**config.mk**
```make
export PLATFORM = sky130hd
export DESIGN_NAME = serial_subtractor_flat
export DESIGN_NICKNAME = d
export VERILOG_FILES = /design/src/rtl/serial_subtractor_if.sv /design/src/rtl/serial_subtractor.sv /design/src/flat_wrapper.sv
export SDC_FILE = /design/constraint.sdc
export NUM_CORES = 1
export LEC_CHECK = 0
export CAP_MARGIN = 10
export CORE_ASPECT_RATIO = 1.25
export CORE_MARGIN = 10
export CORE_UTILIZATION = 35
export CTS_BUF_LIST = sky130_fd_sc_hd__clkbuf_16
export DETAILED_ROUTE_END_ITERATION = 12
export GPL_TIMING_DRIVEN = 0
export REMOVE_ABC_BUFFERS = 1
export SETUP_SLACK_MARGIN = 0.05
export SLEW_MARGIN = 25
export SYNTH_ARGS = -nofsm -noshare
export SYNTH_HDL_FRONTEND = slang
export SYNTH_SLANG_ARGS = --single-unit
```
**constraint.sdc**
```tcl
create_clock -name clk -period 3.9 [get_ports clk]
set_clock_uncertainty 0.2 [all_clocks]
set_input_delay 0.975 -clock clk [delete_from_list [all_inputs] [get_ports clk]]
set_output_delay 0.975 -clock clk [all_outputs]
set_load 0.03 [all_outputs]
```
**src/rtl/serial_subtractor_if.sv**
```systemverilog
// Operand/result bundle for the serial subtractor: request side (start, a, b)
// and result side (busy, done, diff, flags).
interface serial_subtractor_if #(
    parameter int WIDTH = 8
);
    logic             start;
    logic [WIDTH-1:0] a;
    logic [WIDTH-1:0] b;
    logic             busy;
    logic             done;
    logic [WIDTH-1:0] diff;
    logic             borrow_out;
    logic             overflow;

    modport master (
        output start, a, b,
        input  busy, done, diff, borrow_out, overflow
    );

    modport slave (
        input  start, a, b,
        output busy, done, diff, borrow_out, overflow
    );
endinterface

```
**src/rtl/serial_subtractor.sv**
```systemverilog
// Multi-cycle subtractor: diff = a - b, two bits per cycle through a borrow-ripple
// slice, with the borrow carried in a flop between slices.
//
//   state  | meaning
//   -------+---------------------------------------------------------------
//   S_IDLE | waiting for start; results hold the last computed value
//   S_RUN  | consuming two operand bits per cycle, busy=1
//   S_DONE | one-cycle done pulse; new result visible; may re-accept start
module serial_subtractor #(
    parameter int WIDTH = 8
) (
    input  logic               clk,
    input  logic               reset,
    serial_subtractor_if.slave bus
);
    localparam int CNT_W = $clog2(WIDTH / 2) + 1;
    localparam logic [CNT_W-1:0] LAST_CNT = CNT_W'(WIDTH / 2 - 1);

    typedef enum logic [1:0] {
        S_IDLE,
        S_RUN,
        S_DONE
    } state_t;

    state_t           state_q, state_d;
    logic [WIDTH-1:0] a_sr_q, a_sr_d;
    logic [WIDTH-1:0] b_sr_q, b_sr_d;
    logic [WIDTH-1:0] diff_sr_q, diff_sr_d;
    logic             borrow_q, borrow_d;
    logic [CNT_W-1:0] cnt_q, cnt_d;
    logic             a_msb_q, a_msb_d;
    logic             b_msb_q, b_msb_d;
    logic [WIDTH-1:0] diff_q, diff_d;
    logic             borrow_out_q, borrow_out_d;
    logic             overflow_q, overflow_d;

    logic [2:0]       slice_sum;
    logic             slice_bo;
    logic [WIDTH-1:0] diff_next;
    logic             accept;

    always_comb begin
        state_d      = state_q;
        a_sr_d       = a_sr_q;
        b_sr_d       = b_sr_q;
        diff_sr_d    = diff_sr_q;
        borrow_d     = borrow_q;
        cnt_d        = cnt_q;
        a_msb_d      = a_msb_q;
        b_msb_d      = b_msb_q;
        diff_d       = diff_q;
        borrow_out_d = borrow_out_q;
        overflow_d   = overflow_q;

        // a - b as a + ~b + 1; the incoming borrow removes the +1
        slice_sum = {1'b0, a_sr_q[1:0]} + {1'b0, ~b_sr_q[1:0]} + {2'b00, ~borrow_q};
        slice_bo  = ~slice_sum[2];
        diff_next = (diff_sr_q >> 2) | (WIDTH'(slice_sum[1:0]) << (WIDTH - 2));

        // Start is honoured from IDLE and from DONE (back-to-back), never in RUN
        accept = (state_q != S_RUN) && bus.start;

        case (state_q)
            S_RUN: begin
                a_sr_d    = a_sr_q >> 2;
                b_sr_d    = b_sr_q >> 2;
                diff_sr_d = diff_next;
                borrow_d  = slice_bo;
                cnt_d     = cnt_q + CNT_W'(1);
                if (cnt_q == LAST_CNT) begin
                    state_d      = S_DONE;
                    diff_d       = diff_next;
                    borrow_out_d = slice_bo;
                    overflow_d   = (a_msb_q != b_msb_q) && (diff_next[WIDTH-1] != a_msb_q);
                end
            end
            S_DONE: begin
                state_d = S_IDLE;
            end
            default: begin
                state_d = S_IDLE;
            end
        endcase

        if (accept) begin
            state_d   = S_RUN;
            a_sr_d    = bus.a;
            b_sr_d    = bus.b;
            a_msb_d   = bus.a[WIDTH-1];
            b_msb_d   = bus.b[WIDTH-1];
            diff_sr_d = '0;
            borrow_d  = 1'b0;
            cnt_d     = '0;
        end
    end

    always_ff @(posedge clk) begin
        if (reset) begin
            state_q      <= S_IDLE;
            a_sr_q       <= '0;
            b_sr_q       <= '0;
            diff_sr_q    <= '0;
            borrow_q     <= 1'b0;
            cnt_q        <= '0;
            a_msb_q      <= 1'b0;
            b_msb_q      <= 1'b0;
            diff_q       <= '0;
            borrow_out_q <= 1'b0;
            overflow_q   <= 1'b0;
        end else begin
            state_q      <= state_d;
            a_sr_q       <= a_sr_d;
            b_sr_q       <= b_sr_d;
            diff_sr_q    <= diff_sr_d;
            borrow_q     <= borrow_d;
            cnt_q        <= cnt_d;
            a_msb_q      <= a_msb_d;
            b_msb_q      <= b_msb_d;
            diff_q       <= diff_d;
            borrow_out_q <= borrow_out_d;
            overflow_q   <= overflow_d;
        end
    end

    assign bus.busy       = (state_q == S_RUN);
    assign bus.done       = (state_q == S_DONE);
    assign bus.diff       = diff_q;
    assign bus.borrow_out = borrow_out_q;
    assign bus.overflow   = overflow_q;
endmodule

```
**src/flat_wrapper.sv**
```systemverilog
// flat-port wrapper written by rule: the top's interface ports become plain ports
module serial_subtractor_flat 
#(
    parameter int WIDTH = 8
)
  (clk, reset, bus_start, bus_a, bus_b, bus_busy, bus_done, bus_diff, bus_borrow_out, bus_overflow);
  serial_subtractor_if #(.WIDTH(WIDTH)) bus_i ();
  input  logic clk;
  input  logic reset;
  input wire logic [$bits(bus_i.start)-1:0] bus_start;
  input wire logic [$bits(bus_i.a)-1:0] bus_a;
  input wire logic [$bits(bus_i.b)-1:0] bus_b;
  output wire logic [$bits(bus_i.busy)-1:0] bus_busy;
  output wire logic [$bits(bus_i.done)-1:0] bus_done;
  output wire logic [$bits(bus_i.diff)-1:0] bus_diff;
  output wire logic [$bits(bus_i.borrow_out)-1:0] bus_borrow_out;
  output wire logic [$bits(bus_i.overflow)-1:0] bus_overflow;
  assign bus_i.start = bus_start;
  assign bus_i.a = bus_a;
  assign bus_i.b = bus_b;
  assign bus_busy = bus_i.busy;
  assign bus_done = bus_i.done;
  assign bus_diff = bus_i.diff;
  assign bus_borrow_out = bus_i.borrow_out;
  assign bus_overflow = bus_i.overflow;
  serial_subtractor #(.WIDTH(WIDTH)) u_core (.clk(clk), .reset(reset), .bus(bus_i));
endmodule
```
==> impl_results.md, run 1 <==
- Area growth from synthesis to layout: 26.5%
- Flop-to-flop setup slack: 1.62 ns
- Clock Power Share: 41.4%
- Starting Density: 36.8%
- Worst Path Required: 2.72 ns
- Max-Slew Margin vs Limit: 53.2%
- Worst-skew pair later-pin latency: 0.28 ns
- Sw power: 0.220 mW
- Largest net degree at the start of global routing: 36
- Seq/Total Area, Yosys: 48.9%
- Top cell type's share of synthesized area: 48.9%
- Post-Route WL: 3340 um
- Setup Viol. Count Final: 0
- Clk slew on worst S/H paths: 0.06 ns
- Resize count post-CTS: 0
- Die Height: 96.5 um
- Max-cap violations: 0
- Number of global-route vias before repair: 1194
- Die Wd: 81.2 um
- GR Util met1: 10.4%
- Setup crit end: bus_busy
- Synth Area in Simple Gates: 15.7%
- Finished Layout Cells: 260
- CP Launch Point: u_core.state_q[1]$_SDFFE_PP0N_
- Combinational power share: 11.1%
- Critical path arrival: 2.41 ns
- Row cnt: 27
- Worst Path Max Fanout: 36
- Overall Global Routing Usage: 9.00%
- Final #Nets: 224
- 1st-iter DRT viols: 67
- Switching Fraction: 23.7%
- Setup TNS: 0 ns
- Reg2Reg Depth: 4
- Fraction of layout instances using a drive strength above 1: 7.92%
- CTS H-tree lvls: 2
- Number of antenna diodes: 0
- Reg-to-Reg End: u_core.bus.overflow$_SDFFE_PP0P_
- Cell Count Post-Placement: 251
- Final Total Pwr: 0.929 mW
- GRT busiest layer: met2
- Max Slew Vio Count: 0
- Detailed-route via count: 1219
- Largest family of logic cells by synthesized area: simple AND/OR/NAND/NOR gates
- Initial antenna violation count: 0
- Antenna-violating nets left: 0
- Post-DP HPWL: 2210 um
- Ranking of synthesized cells by area: dfxtp_1 49%, mux2i_1 9.8%, a211oi_1 6.4%, nand2_1 6.2%, a21oi_1 4.9%
- Max clock buf depth: 2
- Internal power: 0.708 mW
- Status: finished, final reports clean
- Mapped Cells: 176
- Compound-Gate Fraction of Synth Area: 15.2%
- Routability cong.: 0.698
- Area leader, netlist: dfxtp_1
- Top-level I/O count: 31
- Tcrit/Tclk final: 91.8%
- Sequential share of power: 47.5%
- Met2 Use GR: 14.6%
- Inserted Clock Buffers: 5
- Commonest non-fill, non-tap cell in the layout: dfxtp_1
- Unrepaired setup endpoints after global routing: no
- Routed len/inst: 12.8 um
- Power Density: 448 nW/um2
- Hold_buf cts: 0
- # DRC: 0
- Reg2Reg Launch Point: u_core.borrow_q$_SDFFE_PP0P_
- Syn Area/Cell: 9.31 um2
- Die area: 7840 um2
- Total grt overflow: 0
- F_max: 0.279 GHz
- Input/output buffers: 30
- Core area: 4460 um2
- Mux cell area share after synthesis: 9.77%
- Via-per-instance ratio: 4.69
- Synth Register Bits: 40
- CTS Root Cell: clkbuf_16
- Worst slew pin tran: 0.703 ns
- DRT Pass-1 Iters: 4
- Xor and xnor area share after synthesis: 0.534%
- Hold Vio Cnt, Final: 0
- Post-Syn Area: 1640 um2
- Netlist cell types: 25
- Leak: 0.772 nW
- Critical Path End Type: primary output
- Min cycle time layout: 3.58 ns
- Met3 Usage GRT: 2.77%
- Post-Synth Adder-Cell Area: 3.97%
- Sink Count: 40
- Global-route wire length before repair: 5550 um
- Peak supply drop: 0.000178 V
- TritonCTS clock tree: built
- Postcts setup bufs: 0
- Worst min path class: reg2reg
- Critical Path Source Type: flip-flop
- Number of filler cells placed in the layout: 444
- Leading cell types in the layout, fill and taps excluded: 40 x dfxtp_1, 28 x clkdlybuf4s50_1, 27 x nand2_1, 20 x nor2_1
- CP Class: reg2out
- Synth Warn #: 0
[area by class of cell]
cell class | count | area (um2) | share of cell area, %
Timing Repair Buffer | 30 | 290 | 14.0
Timing Repair inverter | 1 | 5.00 | 0.241
Inverter | 5 | 22.5 | 1.09
Tap cell | 58 | 72.6 | 3.50
Sequential cell | 40 | 801 | 38.6
Clock buffer | 5 | 125 | 6.03
Multi-Input combinational cell | 118 | 743 | 35.8
Clock inverter | 3 | 13.8 | 0.664
[power by group through the flow]
| stage | sequential (mW) | combinational [mW] | clock [mW] |
|---|---|---|---|
| after detailed placement | 0.450 | 0.103 | 0 |
| after CTS | 0.441 | 0.103 | 0.393 |
| final | 0.441 | 0.103 | 0.385 |
| after global routing | 0.444 | 0.116 | 0.412 |
| after floorplan | 0.447 | 0.0611 | 0 |
| after global placement | 0.449 | 0.104 | 0 |
[synthesized netlist by cell type]
master / number
fa_1: 2
a211oi_1: 14
nor3_1: 4
a21o_1: 1
buf_2: 6
ha_1: 2
or3b_2: 1
nand2_1: 27
a311oi_1: 1
and3b_1: 1
a211oi_2: 3
buf_4: 2
nor2b_1: 1
mux2i_1: 16
xnor2_1: 1
o21ai_0: 2
nor2_1: 20
a21oi_1: 16
dfxtp_1: 40
nand3b_1: 2
nand2b_1: 2
clkbuf_1: 3
nand3_1: 2
buf_6: 2
inv_1: 5
[worst max-delay path, cell delays in order, from the launching register on]
cell             delay [ns]
dfxtp_1                0.35
nand2b_2               0.59
clkinvlp_4             0.48
clkdlybuf4s50_1        0.70
[logic make-up (layout without fill, tap and decap cells)]
family                     Yosys count  after routing
and+or+nand+nor                     60             60
DFF                                 40             40
AOI/OAI and AO/OA                   37             37
buffers and inverters               18             44
muxes                               16             16
adders and majority gates            4              4
xor gates and xnor gates             1              1
[sequential cells by signal (all words and copies together), names as in the netlist]
| signal | cells |
|---|---|
| u_core.b_sr_q | 8 |
| u_core.borrow_q | 1 |
| u_core.bus.diff | 8 |
| u_core.cnt_q | 3 |
| u_core.diff_sr_q | 6 |
| u_core.bus.overflow | 1 |
| u_core.b_msb_q | 1 |
| u_core.state_q | 2 |
| u_core.a_msb_q | 1 |
| u_core.a_sr_q | 8 |
| u_core.bus.borrow_out | 1 |
[how the worst min path moves through the flow]
| stage | slack (ns) | from | cells after the start | endpoint |
|---|---|---|---|---|
| after floorplan | 0.23 | u_core.diff_sr_q[2]$_SDFFE_PP0P_ | 2 | u_core.bus.diff[0]$_SDFFE_PP0P_ |
| after global placement | 0.24 | u_core.bus.diff[0]$_SDFFE_PP0P_ | 2 | u_core.bus.diff[0]$_SDFFE_PP0P_ |
| after detailed placement | 0.24 | u_core.diff_sr_q[3]$_SDFFE_PP0P_ | 2 | u_core.bus.diff[1]$_SDFFE_PP0P_ |
| after CTS | 0.25 | u_core.diff_sr_q[3]$_SDFFE_PP0P_ | 2 | u_core.bus.diff[1]$_SDFFE_PP0P_ |
| after global routing | 0.27 | u_core.bus.diff[3]$_SDFFE_PP0P_ | 2 | u_core.bus.diff[3]$_SDFFE_PP0P_ |
| final | 0.25 | u_core.bus.diff[5]$_SDFFE_PP0P_ | 2 | u_core.bus.diff[5]$_SDFFE_PP0P_ |
[metal layers]
metal  share of wire, %  wire length, um
met1                 48             1600
met2                 45             1510
met3                5.6              188
met4                1.1               38
met5                  0                0
[stage by stage]
step           instance area [um2]  utilization [%]  hold slack, ns  setup slack (ns)
2_1_floorplan                 1560                -           0.226              1.14
3_5_place_dp                  1930             43.2           0.244             0.373
6_report                      2070             46.5           0.251             0.319
3_3_place_gp                  1930             43.4           0.242           -0.0781
4_1_cts                       2060             46.3           0.254            0.0647
5_1_grt                       2070             46.5           0.274             0.104
Power figures use the tool's default switching activity.
==> inputs of run 2 (changes only) <==
--- a/config.mk
+++ b/config.mk
@@ -8,13 +8,13 @@
 export CAP_MARGIN = 10
 export CORE_ASPECT_RATIO = 1.25
 export CORE_MARGIN = 10
-export CORE_UTILIZATION = 35
+export CORE_UTILIZATION = 50
 export CTS_BUF_LIST = sky130_fd_sc_hd__clkbuf_16
 export DETAILED_ROUTE_END_ITERATION = 12
 export GPL_TIMING_DRIVEN = 0
+export PLACE_DENSITY = 0.77
 export REMOVE_ABC_BUFFERS = 1
 export SETUP_SLACK_MARGIN = 0.05
-export SLEW_MARGIN = 25
 export SYNTH_ARGS = -nofsm -noshare
 export SYNTH_HDL_FRONTEND = slang
 export SYNTH_SLANG_ARGS = --single-unit
==> run 2 against run 1 <==
First-iteration DRC count decreased by 52%. Hold slack improved by 0.00070 ns. Critical path depth unchanged. Via count increased by 5.3%. Design area decreased by 0.91%. Maximum frequency increased by 0.46%. Sequential cell count unchanged. Core utilization increased by 18 points. Power decreased by 0.58%.
==> impl_results.md, run 2 (synthesis gave the netlist of run 1 again) <==
- Largest net degree at the start of global routing: 36 (unchanged)
- Max-Slew Margin vs Limit: 26.1% (was 53.2%)
- Global-route wire length before repair: 5620 um (was 5550 um)
- Worst slew pin tran: 1.10 ns (was 0.703 ns)
- Input/output buffers: 30 (unchanged)
- Power Density: 449 nW/um2 (was 448 nW/um2)
- Leak: 0.775 nW (was 0.772 nW)
- # DRC: 0 (unchanged)
- TritonCTS clock tree: built (unchanged)
- Peak supply drop: 0.000384 V (was 0.000178 V)
- Flop-to-flop setup slack: 1.55 ns (was 1.62 ns)
- Routability cong.: 0.703 (was 0.698)
- Antenna-violating nets left: 0 (unchanged)
- Worst Path Required: 2.72 ns (about the same)
- Number of global-route vias before repair: 1327 (was 1194)
- Top-level I/O count: 31 (unchanged)
- Row cnt: 23 (was 27)
- DRT Pass-1 Iters: 4 (unchanged)
- Total grt overflow: 0 (unchanged)
- Post-DP HPWL: 2390 um (was 2210 um)
- Die Height: 84.0 um (was 96.5 um)
- Worst-path cell chain: nand2b_2, clkinvlp_4, clkdlybuf4s50_1 (unchanged)
- Sink Count: 40 (unchanged)
- Finished Layout Cells: 239 (was 260)
- Starting Density: 51.3% (was 36.8%)
- Critical Path Source Type: flip-flop (unchanged)
- Overall Global Routing Usage: 11.3% (was 9.00%)
- Post-Route WL: 3390 um (was 3340 um)
- CTS H-tree lvls: 2 (unchanged)
- Max Slew Vio Count: 0 (unchanged)
- Hold Vio Cnt, Final: 0 (unchanged)
- Status: finished, final reports clean (unchanged)
- Via-per-instance ratio: 5.37 (was 4.69)
- CP Class: reg2out (unchanged)
- Max-cap violations: 0 (unchanged)
- Leading cell types in the layout, fill and taps excluded: 40 x dfxtp_1, 30 x clkdlybuf4s50_1, 27 x nand2_1, 20 x nor2_1 (was 40 x dfxtp_1, 28 x clkdlybuf4s50_1, 27 x nand2_1, 20 x nor2_1)
- CTS Root Cell: clkbuf_16 (unchanged)
- Area growth from synthesis to layout: 25.3% (was 26.5%)
- Buf+Inv Stages, Crit Path: 2 (unchanged)
- Die area: 5980 um2 (was 7840 um2)
- Worst Path Max Fanout: 36 (unchanged)
- CP max stage delay: 0.69 ns (was 0.70 ns)
- Critical path's slowest cell: clkdlybuf4s50_1 (unchanged)
- Critical Path End Type: primary output (unchanged)
- Core area: 3190 um2 (was 4460 um2)
- Max clock buf depth: 2 (unchanged)
- Initial antenna violation count: 0 (unchanged)
- Die Wd: 71.2 um (was 81.2 um)
- F_max: 0.281 GHz (was 0.279 GHz)
- Commonest non-fill, non-tap cell in the layout: dfxtp_1 (unchanged)
- 1st-iter DRT viols: 32 (was 67)
- Setup TNS: 0 ns (unchanged)
- Setup Viol. Count Final: 0 (unchanged)
- Min cycle time layout: 3.56 ns (was 3.58 ns)
- Number of antenna diodes: 0 (unchanged)
- Tcrit/Tclk final: 91.4% (was 91.8%)
- CP top delay family: buffers and inverters (unchanged)
- Worst min path class: reg2reg (unchanged)
- Clk slew on worst S/H paths: 0.05 ns (was 0.06 ns)
- Unrepaired setup endpoints after global routing: no (unchanged)
- Detailed-route via count: 1283 (was 1219)
- Routed len/inst: 14.2 um (was 12.8 um)
- Worst-skew pair later-pin latency: 0.28 ns (about the same)
- Cell Count Post-Placement: 230 (was 251)
- Critical path arrival: 2.39 ns (was 2.41 ns)
- Inserted Clock Buffers: 5 (unchanged)
- Final #Nets: 224 (unchanged)
- Fraction of layout instances using a drive strength above 1: 5.94% (was 7.92%)
[run 2: path summary, 6_finish.rpt]
kind / cells after the start / start / to
min: 2 / u_core.bus.diff[3]$_SDFFE_PP0P_ / u_core.bus.diff[3]$_SDFFE_PP0P_
max: 3 / u_core.state_q[1]$_SDFFE_PP0N_ / bus_busy
min reg2reg: 2 / u_core.bus.diff[3]$_SDFFE_PP0P_ / u_core.bus.diff[3]$_SDFFE_PP0P_
max reg2reg: 4 / u_core.borrow_q$_SDFFE_PP0P_ / u_core.bus.overflow$_SDFFE_PP0P_
[run 2: final cells by class]
class                      count  area, um2
clock buffer                   5        125
clock inverter                 3       11.3
fill                         273       1140
inverter                       5       22.5
multi-input combinational    118        743
sequential                    40        801
tap                           37       46.3
timing repair buffer          30        300
timing repair inverter         1       5.00
[run 2: metrics by stage]
stage	hold slack (ns)	total power [mW]	setup slack, ns	area, um2	util [%]
final	0.252	0.923	0.335	2050	64.3
after global routing	0.290	0.963	0.179	2050	64.3
after CTS	0.255	0.926	0.115	2050	64.0
after detailed placement	0.248	0.554	0.000330	1910	59.7
after global placement	0.241	0.548	0.0636	1910	59.7
after floorplan	0.226	0.508	1.14	1560	-
[run 2: where the power goes]
part           switching [mW]  internal (mW)  leakage (nW)
logic                  0.0570         0.0489         0.375
registers              0.0120          0.429         0.327
clock network           0.146          0.230        0.0738
[run 2: what timing repair did]
action                                  4_1_cts  5_1_grt
hold buffers                                  0        0
resized for setup                             1        1
gates cloned                                  0        1
endpoints found under the setup margin        1        1
setup buffers                                 0        0
[run 2: worst reg2reg max path, stage by stage (launching register included)]
cell	delay (ns)
dfxtp_1	0.33
fa_1	0.44
fa_1	0.52
or3b_2	0.48
a311oi_1	0.28
[run 2: metal layers]
layer | share of wire (%) | wire, um | track usage (%) | up-vias
met3 | 7.3 | 249 | 5.60 | 6
met1 | 41 | 1400 | 10.7 | 595
met5 | 0 | 0 | 0 | -
li1 | - | - | - | 651
met2 | 50 | 1680 | 20.2 | 31
met4 | 1.6 | 53 | 4.23 | 0
